--- src/rtl/caf_pkg.sv ---
// Shared definitions for the complex-sample front end: window state encoding
// and a helper that sizes counters.
package caf_pkg;

  typedef enum logic [0:0] {
    StFill,
    StStream
  } win_state_e;

  // Bits needed to count 0..n-1, never less than one bit.
  function automatic int unsigned cnt_width(input int unsigned n);
    return (n <= 2) ? 1 : $clog2(n);
  endfunction

endpackage

--- src/rtl/cpx_window_shift.sv ---
// Complex shift register: element 0 is the oldest sample, length-1 the newest.
// Exposes the post-shift contents combinationally so the owner can capture a
// window on the same edge the shift happens.
module cpx_window_shift #(
  parameter int unsigned i_bits = 12,
  parameter int unsigned q_bits = 12,
  parameter int unsigned length = 5
) (
  input  logic                       clk,
  input  logic                       reset,
  input  logic                       i_shift_en,
  input  logic [i_bits-1:0]          i_xi,
  input  logic [q_bits-1:0]          i_xq,
  output logic [i_bits*length-1:0]   o_next_wi,
  output logic [q_bits*length-1:0]   o_next_wq
);

  logic [i_bits*length-1:0] r_si;
  logic [q_bits*length-1:0] r_sq;

  // Dropping the low element and appending at the top is the k <- k+1 shift.
  assign o_next_wi = {i_xi, r_si[i_bits*length-1:i_bits]};
  assign o_next_wq = {i_xq, r_sq[q_bits*length-1:q_bits]};

  // Storage update on each accepted sample.
  always_ff @(posedge clk) begin
    if (reset) begin
      r_si <= '0;
      r_sq <= '0;
    end else if (i_shift_en) begin
      r_si <= o_next_wi;
      r_sq <= o_next_wq;
    end
  end

endmodule

--- src/rtl/cpx_window.sv ---
// Sliding window over a complex sample stream. Emits a full window after
// `length` samples, then every `stride` samples, with a registered
// valid/ready handshake towards the consumer.
module cpx_window
  import caf_pkg::*;
#(
  parameter int unsigned i_bits = 12,
  parameter int unsigned q_bits = 12,
  parameter int unsigned length = 5,
  parameter int unsigned stride = 1
) (
  input  logic                        clk,
  input  logic                        reset,
  input  logic                        clear,
  input  logic                        m_axis_data_tvalid,
  output logic                        s_axis_data_tready,
  input  logic signed [i_bits-1:0]    xi,
  input  logic signed [q_bits-1:0]    xq,
  input  logic                        m_axis_window_tready,
  output logic                        s_axis_tvalid,
  output logic [i_bits*length-1:0]    wi,
  output logic [q_bits*length-1:0]    wq
);

  localparam int unsigned FillW = cnt_width(length);
  localparam int unsigned HopW  = cnt_width(stride);

  win_state_e              r_state, w_state_next;
  logic [FillW-1:0]        r_fill, w_fill_next;
  logic [HopW-1:0]         r_hop, w_hop_next;
  logic                    w_accept, w_emit;
  logic                    r_tvalid;
  logic [i_bits*length-1:0] r_wi, w_next_wi;
  logic [q_bits*length-1:0] r_wq, w_next_wq;

  // A pending window blocks intake until the consumer takes it.
  assign s_axis_data_tready = !reset && !clear && (!r_tvalid || m_axis_window_tready);
  assign w_accept           = m_axis_data_tvalid && s_axis_data_tready;

  cpx_window_shift #(
    .i_bits (i_bits),
    .q_bits (q_bits),
    .length (length)
  ) u_shift (
    .clk        (clk),
    .reset      (reset),
    .i_shift_en (w_accept),
    .i_xi       (xi),
    .i_xq       (xq),
    .o_next_wi  (w_next_wi),
    .o_next_wq  (w_next_wq)
  );

  // State and counter registers.
  always_ff @(posedge clk) begin
    if (reset) begin
      r_state <= StFill;
      r_fill  <= '0;
      r_hop   <= '0;
    end else begin
      r_state <= w_state_next;
      r_fill  <= w_fill_next;
      r_hop   <= w_hop_next;
    end
  end

  // Next-state and counter advance on each accepted sample.
  always_comb begin
    w_state_next = r_state;
    w_fill_next  = r_fill;
    w_hop_next   = r_hop;
    if (clear) begin
      w_state_next = StFill;
      w_fill_next  = '0;
      w_hop_next   = '0;
    end else if (w_accept) begin
      unique case (r_state)
        StFill: begin
          if (r_fill == FillW'(length - 1)) begin
            w_state_next = StStream;
            w_fill_next  = '0;
            w_hop_next   = '0;
          end else begin
            w_fill_next = r_fill + FillW'(1);
          end
        end
        StStream: begin
          if (r_hop == HopW'(stride - 1)) w_hop_next = '0;
          else                            w_hop_next = r_hop + HopW'(1);
        end
        default: w_state_next = StFill;
      endcase
    end
  end

  // Emit decision: the accept that completes the fill or a stride hop.
  always_comb begin
    w_emit = 1'b0;
    if (w_accept) begin
      unique case (r_state)
        StFill:   w_emit = (r_fill == FillW'(length - 1));
        StStream: w_emit = (r_hop == HopW'(stride - 1));
        default:  w_emit = 1'b0;
      endcase
    end
  end

  // Window output register; emit can only coincide with a free or draining slot.
  always_ff @(posedge clk) begin
    if (reset) begin
      r_tvalid <= 1'b0;
      r_wi     <= '0;
      r_wq     <= '0;
    end else if (clear) begin
      r_tvalid <= 1'b0;
    end else if (w_emit) begin
      r_tvalid <= 1'b1;
      r_wi     <= w_next_wi;
      r_wq     <= w_next_wq;
    end else if (r_tvalid && m_axis_window_tready) begin
      r_tvalid <= 1'b0;
    end
  end

  assign s_axis_tvalid = r_tvalid;
  assign wi            = r_wi;
  assign wq            = r_wq;

endmodule

--- config.mk ---
export PLATFORM = sky130hd
export DESIGN_NAME = cpx_window
export DESIGN_NICKNAME = d
export VERILOG_FILES = /design/src/rtl/caf_pkg.sv /design/src/rtl/cpx_window_shift.sv /design/src/rtl/cpx_window.sv
export SDC_FILE = /design/constraint.sdc
export NUM_CORES = 1
export LEC_CHECK = 0
export BUFFER_PORTS_ARGS = -buffer_cell sky130_fd_sc_hd__buf_2
export CORE_MARGIN = 8
export CORE_UTILIZATION = 40
export CTS_CLUSTER_DIAMETER = 120
export DETAILED_ROUTE_END_ITERATION = 8
export HOLD_SLACK_MARGIN = 0.1
export PLACE_DENSITY = 0.68
export SLEW_MARGIN = 10
export SYNTH_ARGS = -nofsm -noshare
export SYNTH_HDL_FRONTEND = slang
export SYNTH_SLANG_ARGS = --single-unit
export TNS_END_PERCENT = 100
--- constraint.sdc ---
create_clock -name clk -period 2.1 [get_ports clk]
set_input_delay 0.42 -clock clk [delete_from_list [all_inputs] [get_ports clk]]
set_output_delay 0.42 -clock clk [all_outputs]
set_load 0.05 [all_outputs]
# ---- Word-level counts from Yosys, hierarchy flattened
# Index checks and enable logic that the tools add are counted.
dict set report op_classes {
  n_addsub 2
  n_eq_ne 2
  reduce_logical 13
  bitwise_logic 3
  muxes 10
}
# operator n
set op_table {}
lappend op_table {{1-bit 2-to-1 mux} 7}
lappend op_table {{2-bit AND reduction} 3}
lappend op_table {{1-bit logical AND} 4}
lappend op_table {{1-bit one-hot mux with 2 select lines} 2}
lappend op_table {{3-bit by 1-bit adder with 3-bit output (second input constant)} 1}
lappend op_table {{3-bit == test (second input constant)} 1}
lappend op_table {{1-bit logical NOT} 3}
lappend op_table {{3-bit 2-to-1 mux} 1}
lappend op_table {{1-bit NOT} 3}
lappend op_table {{2-bit inequality test (second input constant)} 1}
lappend op_table {{2-bit nonzero test} 1}
lappend op_table {{2-bit OR reduction} 1}
lappend op_table {{1-bit adder (second input constant)} 1}
lappend op_table {{1-bit logical OR} 1}
dict set report totals {
  out_inout_bits 122
  register_bits 246
  in_bits 29
  elab_cells 38
}

# ---- Logic depth before layout (Yosys ltp)
dict set report depth {
  ltp_word 6
  depth_mapped 7
  ltp_nobuf 5
}

# ---- By module
# Synthesis repeated with hierarchy kept, for this count alone.
dict set report hier_totals {
  hier_cells 752
  area_unflattened_um2 8902.3
}
# mod seq_area_each_um2 cells_each area_each_um2 n_inst
set by_module_without_submodules {}
lappend by_module_without_submodules {cpx_window 2502.4 418 5292.6 1}
lappend by_module_without_submodules {cpx_window_shift 1921.8 334 3609.7 1}

# ---- Least setup slack after synthesis
# No wires, ideal clock.
dict set report synth_path {
  path_kind {input-to-output}
  start {in reset}
  end {out s_axis_data_tready}
  t_required_ns 1.680
  n_path_buf 4
  path_slack_ns -0.151
  t_arrival_ns 1.831
  cell_stages 6
  cell_sequence {buf_4 -> or2_1 -> buf_2 -> buf_6 -> buf_6 -> nor2_1}
}
dict set report synth_via {
  elab_chain_len 3
}
# element line_no
set synth_rtl {}
lappend synth_rtl {{start: declaration} cpx_window.sv:13} ;# input logic reset,
lappend synth_rtl {{1-bit logical NOT} cpx_window.sv:37} ;# assign s_axis_data_tready = !reset && !clear && (!r_tvalid || m_axis_window_tready);
lappend synth_rtl {{1-bit logical AND (2 in series)} cpx_window.sv:37}
lappend synth_rtl {{end: declaration} cpx_window.sv:16} ;# output logic s_axis_data_tready,
# Every way passes these cells.

# ---- Worst setup path after layout
dict set report layout_path {
  start {reg r_fill[0]}
  end {reg r_wi[51], in the netlist wi[51]}
}
dict set report layout_via {
  elab_chain_len 4
}
# element line_no
set layout_rtl {}
lappend layout_rtl {{start: declaration} cpx_window.sv:29} ;# logic [FillW-1:0] r_fill, w_fill_next;
lappend layout_rtl {{start signal: assignment} cpx_window.sv:62} ;# r_fill <= w_fill_next;
lappend layout_rtl {{3-bit == test} cpx_window.sv:101} ;# StFill: w_emit = (r_fill == FillW'(length - 1));
lappend layout_rtl {{1-bit one-hot mux with 2 select lines} cpx_window.sv:100} ;# unique case (r_state)
lappend layout_rtl {{1-bit 2-to-1 mux} cpx_window.sv:99} ;# if (w_accept) begin
lappend layout_rtl {{2-bit AND reduction (no line)} -}
lappend layout_rtl {{end signal: assignment} cpx_window.sv:118} ;# r_wi <= w_next_wi;
lappend layout_rtl {{end: declaration} cpx_window.sv:33} ;# logic [i_bits*length-1:0] r_wi, w_next_wi;
# Every way passes these cells.
# A chain may end at the register's enable or synchronous reset.

==> run metrics <==
status finished clean; total CTS buffers 24; biggest area consumer among synthesized cells dfxtp_1; VDD IR max 540 µV; Post-DRT Antenna Nets 0; routability cong. 0.758; synthesized area 8990 µm²; Worst-Margin Slew 601 ps; routed vias 7,126; CP max FO 21; type of the worst setup path flip-flop to flip-flop; Post-synth EDFFs 0; IO Port Bufs 150; H-tree Lvls 1; Worst Hold Class input port to flip-flop; Syn Nets 908; CP endpoint kind flip-flop; Syn. warnings 0; Slew Limit Headroom 0.599; CTS max path bufs 3; clk_lat worst skew 510 ps; HPWL after detailed placement 14,500 µm; Fillers 2,045; vias in the first global route 6,926; setup_tns 0 ps; Post-synth top flop dfxtp_1; final hold viol count 0; CTS tree built; Hold-fix buffers, CTS 0; post-synthesis cell count 877; global-route wire length before repair 38,400 µm; core area 22,400 µm²; TritonRoute pass-1 iters 5; Synth area leaders dfxtp_1, nor2b_1, o31ai_1; Post-CTS Setup Bufs 0; die height 166 µm; Worst Skew 7.65 ps; num rows 55; worst path cell trace inv_1 > ha_1 > a21o_1 > nand4_1 > buf_12 > buf_4 > mux2_1; RSZ-0062 raised after global routing false; Overflow after GRT 0; pin count of the biggest net entering global routing 128; synth unique cells 23; Power, Total 8630 µW; fmax 512 MHz; Worst Path Arrival 2340 ps; area share of the largest cell type after synthesis 0.492; register area share after synthesis 0.492; slowest cell on the critical path dfxtp_1; Required @ worst endpoint 2490 ps; Slowest Stage Delay on Critical Path 370 ps; syn avg cell area 10.2 µm²; drt wl/cell 18.6 µm; Yosys reg bits 221; die span in x 166 µm; Avg Vias per Cell 5.60; Max-Cap Viols 0; Final #Nets 1,001; crit start category flip-flop; gr usage total 0.165; Period Utilization, post-route 0.930; area grow syn2layout 18.8%; PwrDens 808 nW/µm²; initial DRC count 476; initial antenna violation count 1; clk root buf clkbuf_16; share of layout cells above drive strength 1 0.271; Num Clock Sinks 221; Final Critical Period 1950 ps; Die Area 27,500 µm²; ys async rst share 0; num ports 151; ant diodes 0; post-CTS resize count 0; Starting Density 0.402; # DRC 0; Lkg Pwr 0.00448 µW; # setup viols final 0; detailed-route wire length 23,700 µm; Slew Viols, Final 0; clock-pin slew on the worst setup and hold paths 60 ps
[worst max-delay path, delay by kind of cell (launching register included)]
kind                       cells  cell delay, ps
and+or+nand+nor                1             170
DFF                            1             370
adders and majority gates      1             210
muxes                          1             340
AOI/OAI and AO/OA              1             230
buffers and inverters          3             500
[Yosys cell counts (4+ instances only)]
master and number:
o31ai_1 99, mux2_1 62, nor2b_1 121, buf_1 16
buf_2 14, buf_6 11, clkbuf_1 58, dfxtp_1 221
a21oi_1 98, nand4_1 97, mux2_2 58, inv_1 4
[layout make-up]
class,instances,area (µm²),share of cell area
multi-input cells,549,4080,0.382
flip-flops and latches,221,4420,0.414
repair buffers,169,1030,0.0962
inverters,5,20.0,0.00188
clock inverters,7,66.3,0.00621
clock buffers,37,701,0.0656
well taps,285,357,0.0334
[registers in the layout, indices dropped and copies added, names as in the netlist]
| register | count |
|---|---|
| r_fill | 3 |
| r_state | 1 |
| s_axis_tvalid | 1 |
| u_shift.r_si | 48 |
| u_shift.r_sq | 48 |
| wi | 60 |
| wq | 60 |
[final timing paths]
kind	to	depth (start not counted)	from	slack [ps]
worst max-delay path	wi[51]	7	r_fill[0]	150
worst min-delay path	wq[54]	2	xq[6]	120
worst max register to register	wi[51]	7	r_fill[0]	150
worst min register to register	wi[3]	1	u_shift.r_si[15]	470
[per-layer routing]
layer,global-route usage,share of wire,vias up
met3,0.0437,0.066,43
met1,0.216,0.44,3466
met2,0.262,0.46,205
met5,0,0.00055,-
li1,-,-,3410
met4,0.0502,0.024,2
[metrics by stage]
| step | instance area [µm²] | hold slack [ps] | instances | setup WS [ps] | utilization |
|---|---|---|---|---|---|
| global route | 10700 | 115 | 1273 | 41.2 | 0.477 |
| detailed placement | 9910 | 453 | 1229 | 169 | 0.443 |
| global placement | 9910 | 451 | 1229 | 224 | 0.443 |
| floorplan | 8990 | 434 | 877 | 76.4 | - |
| CTS | 10700 | 104 | 1273 | 148 | 0.477 |
| finish | 10700 | 123 | 1273 | 148 | 0.477 |
[logic make-up after synthesis]
| logic type | share of synthesized area |
|---|---|
| and+or+nand+nor | 0.156 |
| DFF | 0.492 |
| AOI/OAI and AO/OA | 0.142 |
| muxes | 0.150 |
| buffers and inverters | 0.0571 |
| adders and majority gates | 0.00278 |
[report_power, final]
part / leakage [µW] / total (µW) / switching (µW) / internal (µW)
registers: 0.00178 / 4230 / 17.7 / 4210
clock network: 0.000374 / 4090 / 1670 / 2420
logic: 0.00232 / 309 / 239 / 69.6
total: 0.00448 / 8630 / 1920 / 6700
[cells in the final DEF, fill, tap and decap left out, types with 2 or more instances in the layout]
master / count
ha_1: 2
mux2_2: 58
buf_12: 10
o31ai_1: 99
buf_2: 148
a21oi_1: 98
clkbuf_1: 9
buf_4: 10
nor2b_1: 120
o311ai_0: 3
nand4_1: 97
dfxtp_1: 221
clkinv_2: 5
clkbuf_16: 25
inv_1: 4
clkbuf_8: 3
mux2_1: 62
(Power assumes the default switching activity.)
